===== config.mk =====
export PLATFORM = sky130hd
export DESIGN_NAME = id_ex_stage_buffer_flat
export DESIGN_NICKNAME = d
export VERILOG_FILES = /design/src/rtl/id_ex_stage_buffer_pkg.sv /design/src/rtl/id_ex_stage_buffer_if.sv /design/src/rtl/id_ex_stage_buffer_entry.sv /design/src/rtl/id_ex_stage_buffer.sv /design/src/flat_wrapper.sv
export SDC_FILE = /design/constraint.sdc
export NUM_CORES = 1
export LEC_CHECK = 0
export BUFFER_PORTS_ARGS = -buffer_cell sky130_fd_sc_hd__buf_2
export CORE_MARGIN = 5
export CORE_UTILIZATION = 38
export CTS_CLUSTER_SIZE = 40
export DETAILED_ROUTE_END_ITERATION = 6
export PLACE_DENSITY = 0.59
export SLEW_MARGIN = 20
export SYNTH_ARGS = -nofsm -noshare
export SYNTH_HDL_FRONTEND = slang
export SYNTH_SLANG_ARGS = --single-unit

===== constraint.sdc =====
create_clock -name clock -period 1.6 [get_ports clock]
set_input_delay 0.16 -clock clock [delete_from_list [all_inputs] [get_ports clock]]
set_output_delay 0.16 -clock clock [all_outputs]
set_load 0.005 [all_outputs]

===== src/rtl/id_ex_stage_buffer_pkg.sv =====
// id_ex_stage_buffer_pkg: shared opcode constants, FSM states and payload type for the ID->EX stage
package proc_pipe_pkg;
  localparam int DEF_DW = 16;
  localparam int DEF_IMMW = 32;
  localparam int DEF_OPW = 4;
  localparam int DEF_RAW = 3;
  localparam logic [DEF_OPW-1:0] OP_NOP = 4'd0;
  localparam logic [DEF_OPW-1:0] OP_ADD = 4'd1;
  localparam logic [DEF_OPW-1:0] OP_SUB = 4'd2;
  localparam logic [DEF_OPW-1:0] OP_AND = 4'd3;
  localparam logic [DEF_OPW-1:0] OP_OR = 4'd4;
  localparam logic [DEF_OPW-1:0] OP_LW = 4'd5;
  localparam logic [DEF_OPW-1:0] OP_SW = 4'd6;
  localparam logic [DEF_OPW-1:0] OP_BEQ = 4'd7;
  typedef enum logic [1:0] {EMPTY, ONE, FULL} buf_state_t;
  typedef struct packed {
    logic [DEF_OPW-1:0] opcode;
    logic [DEF_DW-1:0] rd1;
    logic [DEF_DW-1:0] rd2;
    logic [DEF_IMMW-1:0] imm;
    logic [DEF_RAW-1:0] rd_addr;
  } id_ex_payload_t;
endpackage


===== src/rtl/id_ex_stage_buffer_if.sv =====
// id_ex_stage_buffer_if: ID-side and EX-side handshake plus payload bundle of the ID->EX stage
interface id_ex_stage_buffer_if #(
  parameter int DW = proc_pipe_pkg::DEF_DW,
  parameter int IMMW = proc_pipe_pkg::DEF_IMMW,
  parameter int OPW = proc_pipe_pkg::DEF_OPW,
  parameter int RAW = proc_pipe_pkg::DEF_RAW
);
  logic in_valid;
  logic in_ready;
  logic [OPW-1:0] opcode;
  logic [DW-1:0] read_data1;
  logic [DW-1:0] read_data2;
  logic [IMMW-1:0] extended_signal;
  logic [RAW-1:0] rd_addr;
  logic out_valid;
  logic out_ready;
  logic [OPW-1:0] opcode_out;
  logic [DW-1:0] dataRFOut1;
  logic [DW-1:0] dataRFOut2;
  logic [IMMW-1:0] imm_out;
  logic [RAW-1:0] rd_addr_out;
  modport master (
    output in_valid, opcode, read_data1, read_data2, extended_signal, rd_addr, out_ready,
    input in_ready, out_valid, opcode_out, dataRFOut1, dataRFOut2, imm_out, rd_addr_out
  );
  modport slave (
    input in_valid, opcode, read_data1, read_data2, extended_signal, rd_addr, out_ready,
    output in_ready, out_valid, opcode_out, dataRFOut1, dataRFOut2, imm_out, rd_addr_out
  );
endinterface


===== src/rtl/id_ex_stage_buffer_entry.sv =====
// id_ex_entry: one payload register with load enable and synchronous clear
module id_ex_entry #(
  parameter int W = 71
) (
  input logic clock,
  input logic reset,
  input logic load,
  input logic clear,
  input logic [W-1:0] d,
  output logic [W-1:0] q
);
  // clear wins over load so a squash never leaves a partial entry behind
  always_ff @(posedge clock or negedge reset)
    if (!reset) q <= '0;
    else if (clear) q <= '0;
    else if (load) q <= d;
endmodule


===== src/rtl/id_ex_stage_buffer.sv =====
// id_ex_stage_buffer: ID->EX stage with valid/ready, 2-entry skid, flush and bubbles; IDEX_PERF_COUNT_EN adds perf counters
module id_ex_stage_buffer
  import proc_pipe_pkg::*;
#(
  parameter int DW = 16,
  parameter int IMMW = 32,
  parameter int OPW = 4,
  parameter int RAW = 3
) (
  input logic clock,
  input logic reset,
  input logic flush,
  id_ex_stage_buffer_if.slave bus
`ifdef IDEX_PERF_COUNT_EN
  ,
  output logic [31:0] bubble_count,
  output logic [31:0] stall_count
`endif
);
  localparam int PW = OPW + 2 * DW + IMMW + RAW;
  buf_state_t state, state_nx;
  logic accept, consume, main_load, main_from_skid, skid_load;
  logic [PW-1:0] in_pl, main_d, main_q, skid_q, out_pl;
  assign in_pl = {bus.opcode, bus.read_data1, bus.read_data2, bus.extended_signal, bus.rd_addr};
  assign bus.in_ready = state != FULL;
  assign bus.out_valid = state != EMPTY;
  assign accept = bus.in_valid & bus.in_ready;
  assign consume = bus.out_valid & bus.out_ready;
  assign main_d = main_from_skid ? skid_q : in_pl;
  assign out_pl = bus.out_valid ? main_q : '0;
  assign {bus.opcode_out, bus.dataRFOut1, bus.dataRFOut2, bus.imm_out, bus.rd_addr_out} = out_pl;
  // occupancy state register
  always_ff @(posedge clock or negedge reset)
    if (!reset) state <= EMPTY;
    else state <= state_nx;
  // next occupancy and entry load controls; flush overrides every transfer
  always_comb begin
    state_nx = state;
    main_load = 1'b0;
    skid_load = 1'b0;
    main_from_skid = 1'b0;
    unique case (state)
      EMPTY: if (accept) begin
        main_load = 1'b1;
        state_nx = ONE;
      end
      ONE: if (accept) begin
        main_load = consume;
        skid_load = !consume;
        state_nx = consume ? ONE : FULL;
      end else if (consume) state_nx = EMPTY;
      FULL: if (consume) begin
        main_load = 1'b1;
        main_from_skid = 1'b1;
        state_nx = ONE;
      end
      default: state_nx = EMPTY;
    endcase
    if (flush) begin
      state_nx = EMPTY;
      main_load = 1'b0;
      skid_load = 1'b0;
    end
  end
  id_ex_entry #(.W(PW)) u_main (
    .clock(clock), .reset(reset), .load(main_load), .clear(flush), .d(main_d), .q(main_q)
  );
  id_ex_entry #(.W(PW)) u_skid (
    .clock(clock), .reset(reset), .load(skid_load), .clear(flush), .d(in_pl), .q(skid_q)
  );
`ifdef IDEX_PERF_COUNT_EN
  // free-running wrap-around counters of EX starvation and ID stalls
  always_ff @(posedge clock or negedge reset)
    if (!reset) begin
      bubble_count <= '0;
      stall_count <= '0;
    end else begin
      bubble_count <= bubble_count + {31'd0, bus.out_ready & !bus.out_valid};
      stall_count <= stall_count + {31'd0, bus.in_valid & !bus.in_ready};
    end
`endif
endmodule


===== src/flat_wrapper.sv =====
// flat-port wrapper written by rule: the top's interface ports become plain ports
module id_ex_stage_buffer_flat import proc_pipe_pkg::*;
#(
  parameter int DW = 16,
  parameter int IMMW = 32,
  parameter int OPW = 4,
  parameter int RAW = 3
)
  (clock, reset, flush, bus_in_valid, bus_opcode, bus_read_data1, bus_read_data2, bus_extended_signal, bus_rd_addr, bus_out_ready, bus_in_ready, bus_out_valid, bus_opcode_out, bus_dataRFOut1, bus_dataRFOut2, bus_imm_out, bus_rd_addr_out);
  id_ex_stage_buffer_if #(.DW(DW), .IMMW(IMMW), .OPW(OPW), .RAW(RAW)) bus_i ();
  input logic clock;
  input logic reset;
  input logic flush;
  input wire logic [$bits(bus_i.in_valid)-1:0] bus_in_valid;
  input wire logic [$bits(bus_i.opcode)-1:0] bus_opcode;
  input wire logic [$bits(bus_i.read_data1)-1:0] bus_read_data1;
  input wire logic [$bits(bus_i.read_data2)-1:0] bus_read_data2;
  input wire logic [$bits(bus_i.extended_signal)-1:0] bus_extended_signal;
  input wire logic [$bits(bus_i.rd_addr)-1:0] bus_rd_addr;
  input wire logic [$bits(bus_i.out_ready)-1:0] bus_out_ready;
  output wire logic [$bits(bus_i.in_ready)-1:0] bus_in_ready;
  output wire logic [$bits(bus_i.out_valid)-1:0] bus_out_valid;
  output wire logic [$bits(bus_i.opcode_out)-1:0] bus_opcode_out;
  output wire logic [$bits(bus_i.dataRFOut1)-1:0] bus_dataRFOut1;
  output wire logic [$bits(bus_i.dataRFOut2)-1:0] bus_dataRFOut2;
  output wire logic [$bits(bus_i.imm_out)-1:0] bus_imm_out;
  output wire logic [$bits(bus_i.rd_addr_out)-1:0] bus_rd_addr_out;
  assign bus_i.in_valid = bus_in_valid;
  assign bus_i.opcode = bus_opcode;
  assign bus_i.read_data1 = bus_read_data1;
  assign bus_i.read_data2 = bus_read_data2;
  assign bus_i.extended_signal = bus_extended_signal;
  assign bus_i.rd_addr = bus_rd_addr;
  assign bus_i.out_ready = bus_out_ready;
  assign bus_in_ready = bus_i.in_ready;
  assign bus_out_valid = bus_i.out_valid;
  assign bus_opcode_out = bus_i.opcode_out;
  assign bus_dataRFOut1 = bus_i.dataRFOut1;
  assign bus_dataRFOut2 = bus_i.dataRFOut2;
  assign bus_imm_out = bus_i.imm_out;
  assign bus_rd_addr_out = bus_i.rd_addr_out;
  id_ex_stage_buffer #(.DW(DW), .IMMW(IMMW), .OPW(OPW), .RAW(RAW)) u_core (.clock(clock), .reset(reset), .flush(flush), .bus(bus_i));
endmodule

==> results of run 1 <==
-- per-stage QoR --
step,utilization [%],hold WS (ns)
after CTS,56.7,0.00131
after detailed placement,45.9,0.143
after global placement,45.9,0.136
final,62.3,0.0163
after floorplan,-,-0.136
after global routing,62.3,0.00590
-- layout by cell type, fill, tap and decap left out, types with 4 or more instances in the layout --
cell	n
nand2_1	71
dfrtp_1	144
a22oi_1	7
and2_4	15
clkbuf_16	34
buf_4	8
buf_16	7
dlygate4sd3_1	66
o21ai_1	70
a22o_1	71
buf_2	133
and2_1	56
buf_6	24
a22oi_2	64
clkbuf_8	4
nor2_4	4
bufinv_16	6
buf_12	16
-- worst max-delay path by stage --
stage	end	from	slack [ns]
final	u_core.u_skid.q[3]	u_core.state[1]	-0.17
after global routing	u_core.u_skid.q[3]	u_core.state[1]	-0.21
after detailed placement	u_core.u_main.q[9]	u_core.state[1]	-0.07
after global placement	u_core.u_main.q[22]	u_core.state[1]	-0.01
after floorplan	u_core.u_main.q[60]	u_core.state[0]	0.10
after CTS	bus_dataRFOut2[3]	u_core.state[0]	-0.15
-- logic make-up after synthesis --
logic type,after synthesis
compound gates,216
buf+inv,54
simple gates,153
flops,144
xor+xnor,1
-- final cells by class --
type	instances	area, µm²
antenna	1	2.50
clock buffer	21	480
tap	216	270
inverter	1	3.75
clock inverter	10	205
fill	1299	6030
multi-input combinational	371	2750
sequential	144	3600
timing repair buffer	274	2660
-- sequential cells by signal, summed over array words and instances (netlist names) --
register         flops
u_core.state         2
u_core.u_main.q     71
u_core.u_skid.q     71
-- worst max-delay path: stages, from the launching register on --
cell	delay [ns]
dfrtp_1	0.37
buf_4	0.13
nand3b_1	0.24
nor2_4	0.10
nor2_4	0.44
clkbuf_16	0.27
a22o_1	0.15
-- what timing repair did --
action                                  in CTS  in global routing
resized for setup                           47                115
pin swaps                                    5                 75
buffers inserted                             7                  2
endpoints found under the setup margin     119                214
hold buffers                                66                  0
cloned                                       5                 25
endpoints found under the hold margin      108                  0
-- per-layer routing --
| metal | part of all wire [%] | wire length, µm |
|---|---|---|
| met3 | 5.0 | 1080 |
| met2 | 51 | 10900 |
| met1 | 42 | 9020 |
| met5 | 0 | 0 |
| met4 | 1.8 | 379 |
-- power groups by stage --
| stage | Sequential, µW | Clock [µW] | Combinational [µW] |
|---|---|---|---|
| global placement | 4000 | 0 | 909 |
| floorplan | 3970 | 0 | 476 |
| detailed placement | 4000 | 0 | 929 |
| global route | 3970 | 4820 | 1560 |
| finish | 3950 | 4610 | 1450 |
| CTS | 3940 | 4660 | 1160 |
==> flow_summary.json, run 1 <==
{
  "status": "complete, but fails checks",
  "violations": "setup timing",
  "ys_warn_count": 0,
  "critical_path.max_fanout": 8,
  "total_power_uw": 10000,
  "vias": 5574,
  "hold_viol": 0,
  "hpwl_um": 10500,
  "holdCritPathClass": "input port to flop",
  "drt-initial-drc-count": 442,
  "grt_most_used_layer": "met2",
  "yosys-top-cells-count": "144 x dfrtp_1, 71 x a22o_1, 71 x a22oi_1, 71 x and2_1, 71 x nand2_1",
  "comb_power_share_pct": 14.5,
  "pre_cts_ws_ns": -0.0693,
  "grt_pass1_wl_um": 28700,
  "synth_top_family_by_area": "compound AO/OA/AOI/OAI gates",
  "h-tree-depth": 4,
  "r2r_setup_slack_ns": -0.17,
  "use_met2_pct": 32.3,
  "ant_nets": 0,
  "ys.flop_type": "dfrtp_1",
  "synth_compound_area_share_pct": 24.9,
  "core_area_um2": 16000,
  "grt.met3_usage_pct": 3.59,
  "yosys.area_share.simple_pct": 12.5,
  "yosysMostFrequentCell": "dfrtp_1",
  "numCtsBuffers": 17,
  "drc_errors": 0,
  "max-vdd-ir-drop_mv": 0.816,
  "p_sw_uw": 2340,
  "die_w_um": 138,
  "viasPerCell": 5.37,
  "syn_to_final_growth_pct": 60.2,
  "crit_path_end_kind": "flop",
  "ios": 149,
  "synth_cell_types": 24,
  "cell_internal_pwr_uw": 7670,
  "cts-root-buf": "clkbuf_16",
  "skew_ns": 0.00595,
  "fmax_mhz": 565,
  "grt_pass1_vias": 5597,
  "layout_setup_ws_ns": -0.170,
  "stdcell_area_um2": 9970,
  "start_util_pct": 38.9,
  "avgRoutedWirePerCell_um": 20.5,
  "grt_use_met1_pct": 24.7,
  "netlist_area_um2": 6220,
  "grt-ovfl-total": 0,
  "antenna_found_initial": 0,
  "grt_util_all_layers_pct": 19.3,
  "leakage_uw": 0.00460,
  "startpoint_type": "flop",
  "p_seq_share_pct": 39.5,
  "cts_buffer_depth": 2,
  "cts_tree": "built",
  "fin_tns_setup_ns": -23.96,
  "syn-num-nets": 644,
  "synth_fa_ha_area_share_pct": 0,
  "ys_seq_area_share_pct": 57.9,
  "async_flop_share_pct": 100,
  "clock-sinks": 144,
  "gp_congestion": 0.724,
  "reg2reg_depth": 6,
  "whs_path_depth": 2,
  "min_from": "bus_extended_signal[10]",
  "first_pass_iters": 5,
  "synth_edf_count": 0,
  "layout-drive-gt1-share_pct": 40.0,
  "synth-xor-area-share_pct": 0.141,
  "placed_area_um2": 7340,
  "r2r-start": "u_core.state[1]",
  "grt_start_max_net_pins": 49,
  "relSlewSlack_pct": 65.4,
  "dp_cells": 902,
  "arrival_ns": 2.12,
  "tightest_slew_ns": 0.518,
  "ys_ff_latch": 144,
  "netlist_instances": 568,
  "rsz0062_at_grt": "yes",
  "instances_no_fill": 1038,
  "num-nets-final": 885,
  "die_y_um": 138,
  "maxCapViolCount": 0,
  "clk_pin_slew_ns": 0.06,
  "r2r_end": "u_core.u_skid.q[3]",
  "yosysTopAreaCell": "dfrtp_1",
  "min_period_ns": 1.77,
  "synth_mux_area_share_pct": 0,
  "setup_viol": 213,
  "drv_slew": 0,
  "synth_area_leaders": "dfrtp_1 58%, a22o_1 10%, a22oi_1 8.6%, and2_1 7.1%, nand2_1 4.3%",
  "swShare_pct": 23.4,
  "dieArea_um2": 19000,
  "finalCritPeriodShare_pct": 111,
  "min_to": "u_core.u_skid.q[13]",
  "worstPathRequired_ns": 1.95,
  "clkPwrFrac_pct": 46.0,
  "rows": 46,
  "wl_um": 21300,
  "insertion_delay_ns": 0.41,
  "synth_top_area_share_pct": 57.9,
  "synth_area_per_cell_um2": 11.0,
  "power_density_nw_per_um2": 1000,
  "critPathKind": "flop to flop",
  "numPortBuffers": 148
}
Note: power is estimated with default switching activity, not from simulation.
==> run 2: changes to the inputs <==
- SETUP_SLACK_MARGIN: unset -> 0.05
==> flow_summary.json, run 2 (same netlist as run 1, synthesis figures left out) <==
{
  "status": "complete, but fails checks",
  "violations": "setup timing",
  "critPathCapture": "u_core.u_main.q[14]",
  "grt_start_max_net_pins": 49,
  "die_y_um": 138,
  "dieArea_um2": 19000,
  "maxCapViolCount": 0,
  "nFillCells": 1200,
  "instances_no_fill": 1060,
  "relSlewSlack_pct": 65.8,
  "setup_viol": 213,
  "diodes": 0,
  "layout_commonest_cell": "dfrtp_1",
  "first_pass_iters": 7,
  "critPathKind": "flop to flop",
  "power_density_nw_per_um2": 974,
  "worstPathRequired_ns": 1.94,
  "cts_tree": "built",
  "clock-sinks": 144,
  "startpoint_type": "flop",
  "ios": 149,
  "die_w_um": 138,
  "critical_path.max_fanout": 6,
  "numPortBuffers": 148,
  "multiInputGateArea_um2": 2900,
  "insertion_delay_ns": 0.42,
  "holdCritPathClass": "input port to flop",
  "total_power_uw": 10400,
  "placed_area_um2": 7340,
  "h-tree-depth": 4,
  "grt_pass1_wl_um": 32800,
  "num-nets-final": 908,
  "start_util_pct": 38.9,
  "core_area_um2": 16000,
  "tightest_slew_ns": 0.513,
  "hpwl_um": 10500,
  "crit_path_end_kind": "flop",
  "skew_ns": 0.00659,
  "r2r_setup_slack_ns": -0.18,
  "cts_buffer_depth": 2,
  "grt_util_all_layers_pct": 22.6,
  "rsz0062_at_grt": "yes",
  "rows": 46,
  "hold_viol": 0,
  "fmax_mhz": 561,
  "startpoint": "u_core.state[1]",
  "leakage_uw": 0.00497,
  "layout_setup_ws_ns": -0.181,
  "vias": 5935,
  "r2r-start": "u_core.state[1]",
  "stdcell_area_um2": 10700,
  "reg2reg_depth": 9,
  "whs_path_depth": 2,
  "gp_congestion": 0.724,
  "arrival_ns": 2.12,
  "final_util_pct": 66.8,
  "seqCellArea_um2": 3600,
  "finalCritPeriodShare_pct": 111,
  "clk_pin_slew_ns": 0.06,
  "cts-root-buf": "clkbuf_16",
  "drv_slew": 0,
  "ant_nets": 0,
  "drt-initial-drc-count": 542,
  "drc_errors": 0,
  "viasPerCell": 5.60,
  "most-common-layout-cells": "144 x dfrtp_1, 135 x buf_2, 71 x a22o_1, 69 x a22oi_2",
  "grt_pass1_vias": 6040,
  "numCtsBuffers": 17,
  "largest_registers": "u_core.u_main.q x71, u_core.u_skid.q x71, u_core.state x2",
  "r2r_end": "u_core.u_main.q[14]",
  "min_period_ns": 1.78,
  "antenna_found_initial": 0,
  "grt-ovfl-total": 0,
  "layout-drive-gt1-share_pct": 46.9,
  "dp_cells": 902,
  "max-vdd-ir-drop_mv": 0.786,
  "avgRoutedWirePerCell_um": 22.9,
  "syn_to_final_growth_pct": 71.6,
  "wl_um": 24200
}
run 2: cell count changes in the layout (fill, tap and decap cells not counted), moves of 3 or more:
cell / before / now
a22oi_1: 7 / 2
a22oi_2: 64 / 69
buf_12: 16 / 28
buf_16: 7 / 17
buf_6: 24 / 29
buf_8: 2 / 5
dlygate4sd3_1: 66 / 58
nand2_1: 71 / 52
nand2_2: 0 / 11
nand2_4: 0 / 8
o21ai_1: 70 / 55
o21ai_2: 1 / 16
run 2: area by class of cell:
| class | instances | share of cell area [%] |
|---|---|---|
| clock buffers | 21 | 4.50 |
| clock inverters | 10 | 1.92 |
| inverters | 1 | 0.0351 |
| multi-input cells | 370 | 27.1 |
| repair buffers | 298 | 30.2 |
| flip-flops and latches | 144 | 33.7 |
| well taps | 216 | 2.53 |
run 2: critical path: stages (launching register included):
cell,delay [ns]
dfrtp_1,0.40
and3b_2,0.24
buf_6,0.12
a311oi_4,0.23
buf_6,0.19
buf_8,0.12
buf_8,0.12
buf_16,0.15
nand2_2,0.05
o21ai_1,0.07
run 2: timing repair:
action	4_1_cts	5_1_grt
buffers inserted	22	11
pin swaps	61	84
endpoints found under the hold margin	100	0
endpoints found under the setup margin	127	214
resized for setup	166	78
hold buffers	58	0
cloned	24	24
run 2: metal layers:
| layer | track usage, % | vias up | routed length (µm) |
|---|---|---|---|
| li1 | - | 2599 | - |
| met1 | 29.4 | 3002 | 9640 |
| met4 | 9.33 | 0 | 567 |
| met5 | 0 | - | 0 |
| met3 | 4.54 | 53 | 1870 |
| met2 | 37.0 | 281 | 12200 |
run 2: worst min-delay path by stage:
stage,from,to
2_1_floorplan,reset,u_core.state[0]
3_3_place_gp,reset,u_core.u_skid.q[21]
3_5_place_dp,reset,u_core.u_main.q[15]
4_1_cts,bus_extended_signal[16],u_core.u_skid.q[19]
5_1_grt,bus_read_data1[0],u_core.u_skid.q[51]
6_report,bus_extended_signal[15],u_core.u_skid.q[18]
run 2: per-stage QoR:
stage / hold WS (ns) / TNS [ns] / setup WS, ns
3_3_place_gp: 0.136 / -0.0365 / -0.0144
6_report: 0.0106 / -26.66 / -0.181
3_5_place_dp: 0.143 / -1.17 / -0.0693
4_1_cts: 0.000886 / -14.54 / -0.150
2_1_floorplan: -0.136 / 0 / 0.103
5_1_grt: 0.00610 / -37.04 / -0.234
run 2: where the power goes:
part	internal (µW)	total, µW	switching (µW)
clock	3080	4650	1570
combinational	955	1780	824
sequential	3840	3970	128
total	7880	10400	2530
